[src/rtl/mac_pkg.sv]
// Shared constants and the saturation-limit helper for the parametrised MAC accumulator.
package mac_pkg;

  localparam int DEF_IN_W  = 8;
  localparam int DEF_ACC_W = 20;

  // Returned LSB-aligned in 64 bits; the caller keeps the low acc_w bits.
  function automatic logic [63:0] sat_limit(input int acc_w, input bit is_signed, input bit negative);
    logic [63:0] one;
    one = 64'd1;
    if (!is_signed)
      return (one << acc_w) - one;
    else if (negative)
      return one << (acc_w - 1);
    else
      return (one << (acc_w - 1)) - one;
  endfunction

endpackage

[src/rtl/mac_pipe_reg.sv]
// Enabled pipeline register with synchronous active-high reset.
module mac_pipe_reg
  import mac_pkg::*;
#(
  parameter int W = 1
) (
  input  logic         clk,
  input  logic         reset,
  input  logic         en,
  input  logic [W-1:0] d,
  output logic [W-1:0] q
);

  always_ff @(posedge clk) begin
    if (reset)
      q <= '0;
    else if (en)
      q <= d;
  end

endmodule

[src/rtl/mac_acc_param.sv]
// Three-stage multiply-accumulate with sticky overflow flag.
// Define MAC_SAT_EN to clamp overflowing results instead of wrapping.
module mac_acc_param
  import mac_pkg::*;
#(
  parameter int IN_W   = DEF_IN_W,
  parameter int ACC_W  = DEF_ACC_W,
  parameter int SIGNED = 0
) (
  input  logic             clk,
  input  logic             reset,
  input  logic [IN_W-1:0]  a,
  input  logic [IN_W-1:0]  b,
  input  logic             valid_in,
  input  logic             clear_in,
  output logic [ACC_W-1:0] f,
  output logic             valid_out,
  output logic             overflow
);

  localparam int PW = 2 * IN_W;

  generate
    if (ACC_W < PW) begin : g_width_check
      $error("mac_acc_param: ACC_W must be at least 2*IN_W");
    end
  endgenerate

  logic          v1, v2, clr1, clr2;
  logic [PW:0]   s1_d, s1_q, s2_d, s2_q;
  logic [IN_W-1:0] a1, b1;
  logic [PW-1:0] a_x, b_x, prod, p2;

  assign s1_d = {a, b, clear_in};
  assign a1   = s1_q[PW:IN_W+1];
  assign b1   = s1_q[IN_W:1];
  assign clr1 = s1_q[0];

  mac_pipe_reg #(.W(PW + 1)) u_s1_data  (.clk(clk), .reset(reset), .en(valid_in), .d(s1_d), .q(s1_q));
  mac_pipe_reg #(.W(1))      u_s1_valid (.clk(clk), .reset(reset), .en(1'b1),     .d(valid_in), .q(v1));

  // Extending both operands to the product width makes one truncated multiply exact in either mode.
  always_comb begin
    a_x  = (SIGNED != 0) ? PW'($signed(a1)) : PW'(a1);
    b_x  = (SIGNED != 0) ? PW'($signed(b1)) : PW'(b1);
    prod = a_x * b_x;
  end

  assign s2_d = {prod, clr1};
  assign p2   = s2_q[PW:1];
  assign clr2 = s2_q[0];

  mac_pipe_reg #(.W(PW + 1)) u_s2_data  (.clk(clk), .reset(reset), .en(v1),   .d(s2_d), .q(s2_q));
  mac_pipe_reg #(.W(1))      u_s2_valid (.clk(clk), .reset(reset), .en(1'b1), .d(v1),   .q(v2));

  logic [ACC_W-1:0] base, addend, result;
  logic [ACC_W:0]   sum;
  logic             ovf;
`ifdef MAC_SAT_EN
  logic [ACC_W-1:0] limit;
`endif

  // Signed overflow can only happen when both addends share a sign, so base's sign gives the clamp direction.
  always_comb begin
    base   = clr2 ? '0 : f;
    addend = (SIGNED != 0) ? ACC_W'($signed(p2)) : ACC_W'(p2);
    sum    = {1'b0, base} + {1'b0, addend};
    if (SIGNED != 0)
      ovf = (base[ACC_W-1] == addend[ACC_W-1]) && (sum[ACC_W-1] != base[ACC_W-1]);
    else
      ovf = sum[ACC_W];
`ifdef MAC_SAT_EN
    limit  = ACC_W'(sat_limit(ACC_W, SIGNED != 0, base[ACC_W-1]));
    result = ovf ? limit : sum[ACC_W-1:0];
`else
    result = sum[ACC_W-1:0];
`endif
  end

  always_ff @(posedge clk) begin
    if (reset) begin
      f         <= '0;
      valid_out <= 1'b0;
      overflow  <= 1'b0;
    end else begin
      valid_out <= v2;
      if (v2) begin
        f        <= result;
        overflow <= clr2 ? ovf : (overflow | ovf);
      end
    end
  end

endmodule

[config.mk]
export PLATFORM = sky130hd
export DESIGN_NAME = mac_acc_param
export DESIGN_NICKNAME = d
export VERILOG_FILES = /design/src/rtl/mac_pkg.sv /design/src/rtl/mac_pipe_reg.sv /design/src/rtl/mac_acc_param.sv
export SDC_FILE = /design/constraint.sdc
export NUM_CORES = 1
export LEC_CHECK = 0
export ABC_CLOCK_PERIOD_IN_PS = 4800
export BUFFER_PORTS_ARGS = -buffer_cell sky130_fd_sc_hd__buf_2
export CORE_AREA = 5 5 72 140
export CTS_CLUSTER_SIZE = 20
export DETAILED_ROUTE_END_ITERATION = 8
export DIE_AREA = 0 0 77 145
export GPL_ROUTABILITY_DRIVEN = 0
export PLACE_DENSITY = 0.78
export SLEW_MARGIN = 0
export SYNTH_ARGS = -nofsm -noshare
export SYNTH_HDL_FRONTEND = slang
export SYNTH_SLANG_ARGS = --single-unit
[constraint.sdc]
create_clock -name clk -period 4.8 [get_ports clk]
set_input_delay 0.24 -clock clk [delete_from_list [all_inputs] [get_ports clk]]
set_output_delay 0.24 -clock clk [all_outputs]
set_load 0.02 [all_outputs]
; ---- Word level (Yosys, flattened, before mapping)
; Index checks and enable logic that the tools add are counted.
[word_totals]
ff_bits = 58
input_bits = 20
elab_cells = 12
[op_classes]
n_addsub = 1
multipliers = 1
mux = 2
bitwise_logic = 1
[op_table]
columns = op, n
row1 = 20-bit by 16-bit adder with 21-bit output, 1
row2 = 20-bit 2-to-1 mux, 1
row3 = 8-bit by 8-bit multiplier with 16-bit output, 1
row4 = 1-bit 2-to-1 mux, 1
row5 = 1-bit OR, 1

; ---- Depth between registers and ports, before layout
[logic_depth]
depth_word = 4
ltp_mapped = 16

; ---- Cells and area by module
; Synthesis repeated with hierarchy kept, for this count alone.
[hier_totals]
cells_unflattened = 578
area_unflattened_um2 = 5137.4
[modules_own_cells]
columns = module, n_inst, cells_per_inst, area_per_inst_um2, seq_area_each_um2
row1 = mac_acc_param, 1, 462, 3841.2, 440.4
row2 = mac_pipe_reg (u_s1_data ...), 2, 55, 614.3, 340.3
row3 = mac_pipe_reg (u_s1_valid ...), 2, 3, 33.8, 20.0

; ---- Worst setup path after synthesis
; OpenSTA, ideal clock, no wires.
[synth_timing]
path_kind = register -> register
from = register u_s1_data.q[10]
to = register u_s2_data.q[16]
setup_time_ns = 0.091
arrival_time_ns = 4.228
setup_slack_ns = 0.482
path_stages_with_launch = 14
n_path_buf = 0
synth_period_minus_slack_ns = 4.318
path_cell_list = dfxtp_1 > and2_1 > fa_1 > fa_1 > fa_1 > inv_1 > fa_1 > inv_1 > ha_1 > a211o_1 > nor2_1 > a211oi_1 > or4_1 > a311oi_1
[synth_between]
elab_chain_cells = 1
[synth_lines]
columns = element, line
row1 = "start, declared", mac_pipe_reg.sv:11  ; output logic [W-1:0] q
row2 = "start signal, assigned", mac_pipe_reg.sv:16  ; q <= '0;
row3 = "start signal, assigned", mac_pipe_reg.sv:18  ; q <= d;
row4 = 8-bit by 8-bit multiplier with 16-bit output, mac_acc_param.sv:46  ; prod = a_x * b_x;
row5 = "end signal, assigned", mac_pipe_reg.sv:16
row6 = "end signal, assigned", mac_pipe_reg.sv:18
row7 = "end, declared", mac_pipe_reg.sv:11
; Every way passes these cells.
; A chain may end at the register's enable or synchronous reset.

; ---- Worst setup path in the final report
[layout_timing]
from = register u_s1_data.q[3]
to = register u_s2_data.q[13]
; Same word-level chain as after synthesis.

==> impl_metrics.tcl <==
set metrics [dict create \
    grt_pass1_wl_um 20700 \
    rr_endpoint "u_s2_data.q[13]" \
    setup_viol 0 \
    yosys-top-cells-area "dfxtp_1, fa_1, ha_1" \
    grt.met1_usage 0.226 \
    n_antenna_cell 0 \
    arrival_ns 4.88 \
    nets 748 \
    area_growth_syn_to_layout_pct 12.2 \
    timing.hold.ws_ns 0.146 \
    slew_viol_final 0 \
    synth_top_area_cell "dfxtp_1" \
    fmax_ghz 0.217 \
    numPortBuffers 41 \
    async_flop_share 0 \
    crit_end "u_s2_data.q[13]" \
    use_met2 0.407 \
    placed_cells 730 \
    totalPowerFinal_w 0.00143 \
    grt_busiest_layer "met2" \
    fp.coreArea_mm2 0.00889 \
    ys_warn_count 0 \
    grt.overflow.total 0 \
    antenna_found_initial 0 \
    endpoint_kind "flop" \
    cellLeakagePower_nw 2.87 \
    cp-startpoint "u_s1_data.q[3]" \
    cts_buffers 9 \
    ys_ff_latch 58 \
    synth_area_per_cell_um2 8.62 \
    path_clk_slew_ns 0.05 \
    fin_cells 746 \
    r2r_setup_slack_ns 0.19 \
    post_drt_wl_per_cell_um 15.9 \
    min_period_ns 4.61 \
    syn_nets 711 \
    worst_pin_slew_ns 1.06 \
    status "complete, no violations" \
    drive_above_1_share 0.118 \
    use_met3 0.0447 \
    finClkSkew_ns 0.00614 \
    synth_edf_count 0 \
    post_cts_buffers 0 \
    fin_crit_sh 0.960 \
    grt_max_degree 71 \
    layout_common_cells "inv_1, ha_1, and2_1" \
    ir_drop_uv 234 \
    rsz0062_at_grt "false" \
    vias_per_cell 5.86 \
    p_per_area_mw_per_mm2 245 \
    clk_latency_ns 0.33 \
    setup_tns_ns 0 \
    clkSinkCount 58 \
    place_area_mm2 0.00548 \
    max_slew_margin 0.295 \
    crit_type "reg -> reg" \
    root_buffer "clkbuf_16" \
    hold_viol 0 \
    finalWirelength_um 11900 \
    final_area_mm2 0.00582 \
    final_common_cell "inv_1" \
    ys_seq_area_frac 0.224 \
    cap_violations 0 \
    cts_tree "yes" \
    clockBufferDepth 2 \
    drc_errors 0 \
    firstDrtPassIters 4 \
    synthFlopType "dfxtp_1" \
    timing.rr.start "u_s1_data.q[3]" \
    synth_top_area_frac 0.224 \
    hold_class "in -> reg" \
    reg2reg_depth 13 \
    postRouteAntennaNets 0 \
    die_w_um 77 \
    grt_pass1_vias 4629 \
    synth_cells 602 \
    io_pins 42 \
    rows 49 \
    die_h_um 145 \
    die_area_mm2 0.0112 \
    post_synth_num_cell_types 59 \
    initial_utilization 0.584 \
    grt_usage 0.224 \
    h-tree-depth 3 \
    critPathRequiredTime_ns 5.07 \
    via_count 4369 \
    start_kind "flop" \
    syn_area_mm2 0.00519 \
    drt_iter0_drc 132 \
    dpl.hpwl_um 9200 \
    cp_max_fo 9 \
]
==> worst min path at each step <==
stage	from	end	slack [ns]	cells past startpoint
3_5_place_dp	overflow	overflow	0.44	2
5_1_grt	b[2]	u_s1_data.q[3]	0.16	3
3_3_place_gp	overflow	overflow	0.44	2
2_1_floorplan	clear_in	u_s1_data.q[0]	0.39	2
4_1_cts	clear_in	u_s1_data.q[0]	0.14	3
6_report	b[0]	u_s1_data.q[1]	0.15	3
==> cell families after synthesis <==
family	share of synthesized area
simple gates	0.236
xor+xnor	0.0152
fa+ha+maj	0.268
flops	0.224
compound gates	0.142
buf+inv	0.0627
mux	0.0521
==> cells in the mapped netlist, drive strengths merged, types with 12 or more instances <==
master,count
nor2b,24
ha,52
fa,37
inv,67
nand3,17
nand2,40
nor3,14
mux2i,27
a21oi,21
o21ai,12
clkbuf,13
dfxtp,58
a211oi,13
and2,51
nor2,47
==> power breakdown <==
part	internal, W	switching (W)
Sequential	0.000504	0.0000312
Clock	0.000482	0.000224
Combinational	0.0000780	0.000109
Total	0.00106	0.000364
==> registers in the layout (all words and copies together) (netlist names) <==
| signal | flops |
|---|---|
| f | 20 |
| u_s1_data.q | 17 |
| u_s2_valid.q | 1 |
| valid_out | 1 |
| u_s1_valid.q | 1 |
| overflow | 1 |
| u_s2_data.q | 17 |
==> stage by stage <==
stage                     worst slack, ns   util
after floorplan                     0.482      -
after global placement              0.340  0.616
after detailed placement            0.200  0.616
after CTS                           0.177  0.653
after global routing               0.0298  0.655
final                               0.194  0.655
==> worst max-delay path, stage by stage (launching register included) <==
cell and delay (ns):
dfxtp_1 0.52, and2_1 0.20, fa_1 0.43, fa_1 0.48
fa_1 0.55, inv_1 0.06, fa_1 0.52, inv_1 0.04
ha_1 0.34, a211o_1 0.33, a211oi_1 0.53, o31ai_1 0.20
nor3_1 0.22, a211o_1 0.12
==> layout make-up <==
type	instances	area, µm²
Clock inverter	4	73.8
Sequential cell	58	1170
Clock buffer	12	256
Timing Repair Buffer	45	235
Fill cell	723	3070
Inverter	67	251
Multi-Input combinational cell	458	3710
Tap cell	102	128
==> per-layer routing <==
metal	vias to the layer above	part of all wire
met3	47	0.031
met1	2072	0.36
li1	2141	-
met5	-	0
met4	0	0.050
met2	109	0.56
==> what timing repair did <==
item | CTS | global route
resized for setup | 0 | 9
hold buffers | 0 | 0
hold endpoints to repair | 0 | 0
endpoints found under the setup margin | 0 | 2
Note: power is estimated with default switching activity, not from simulation.
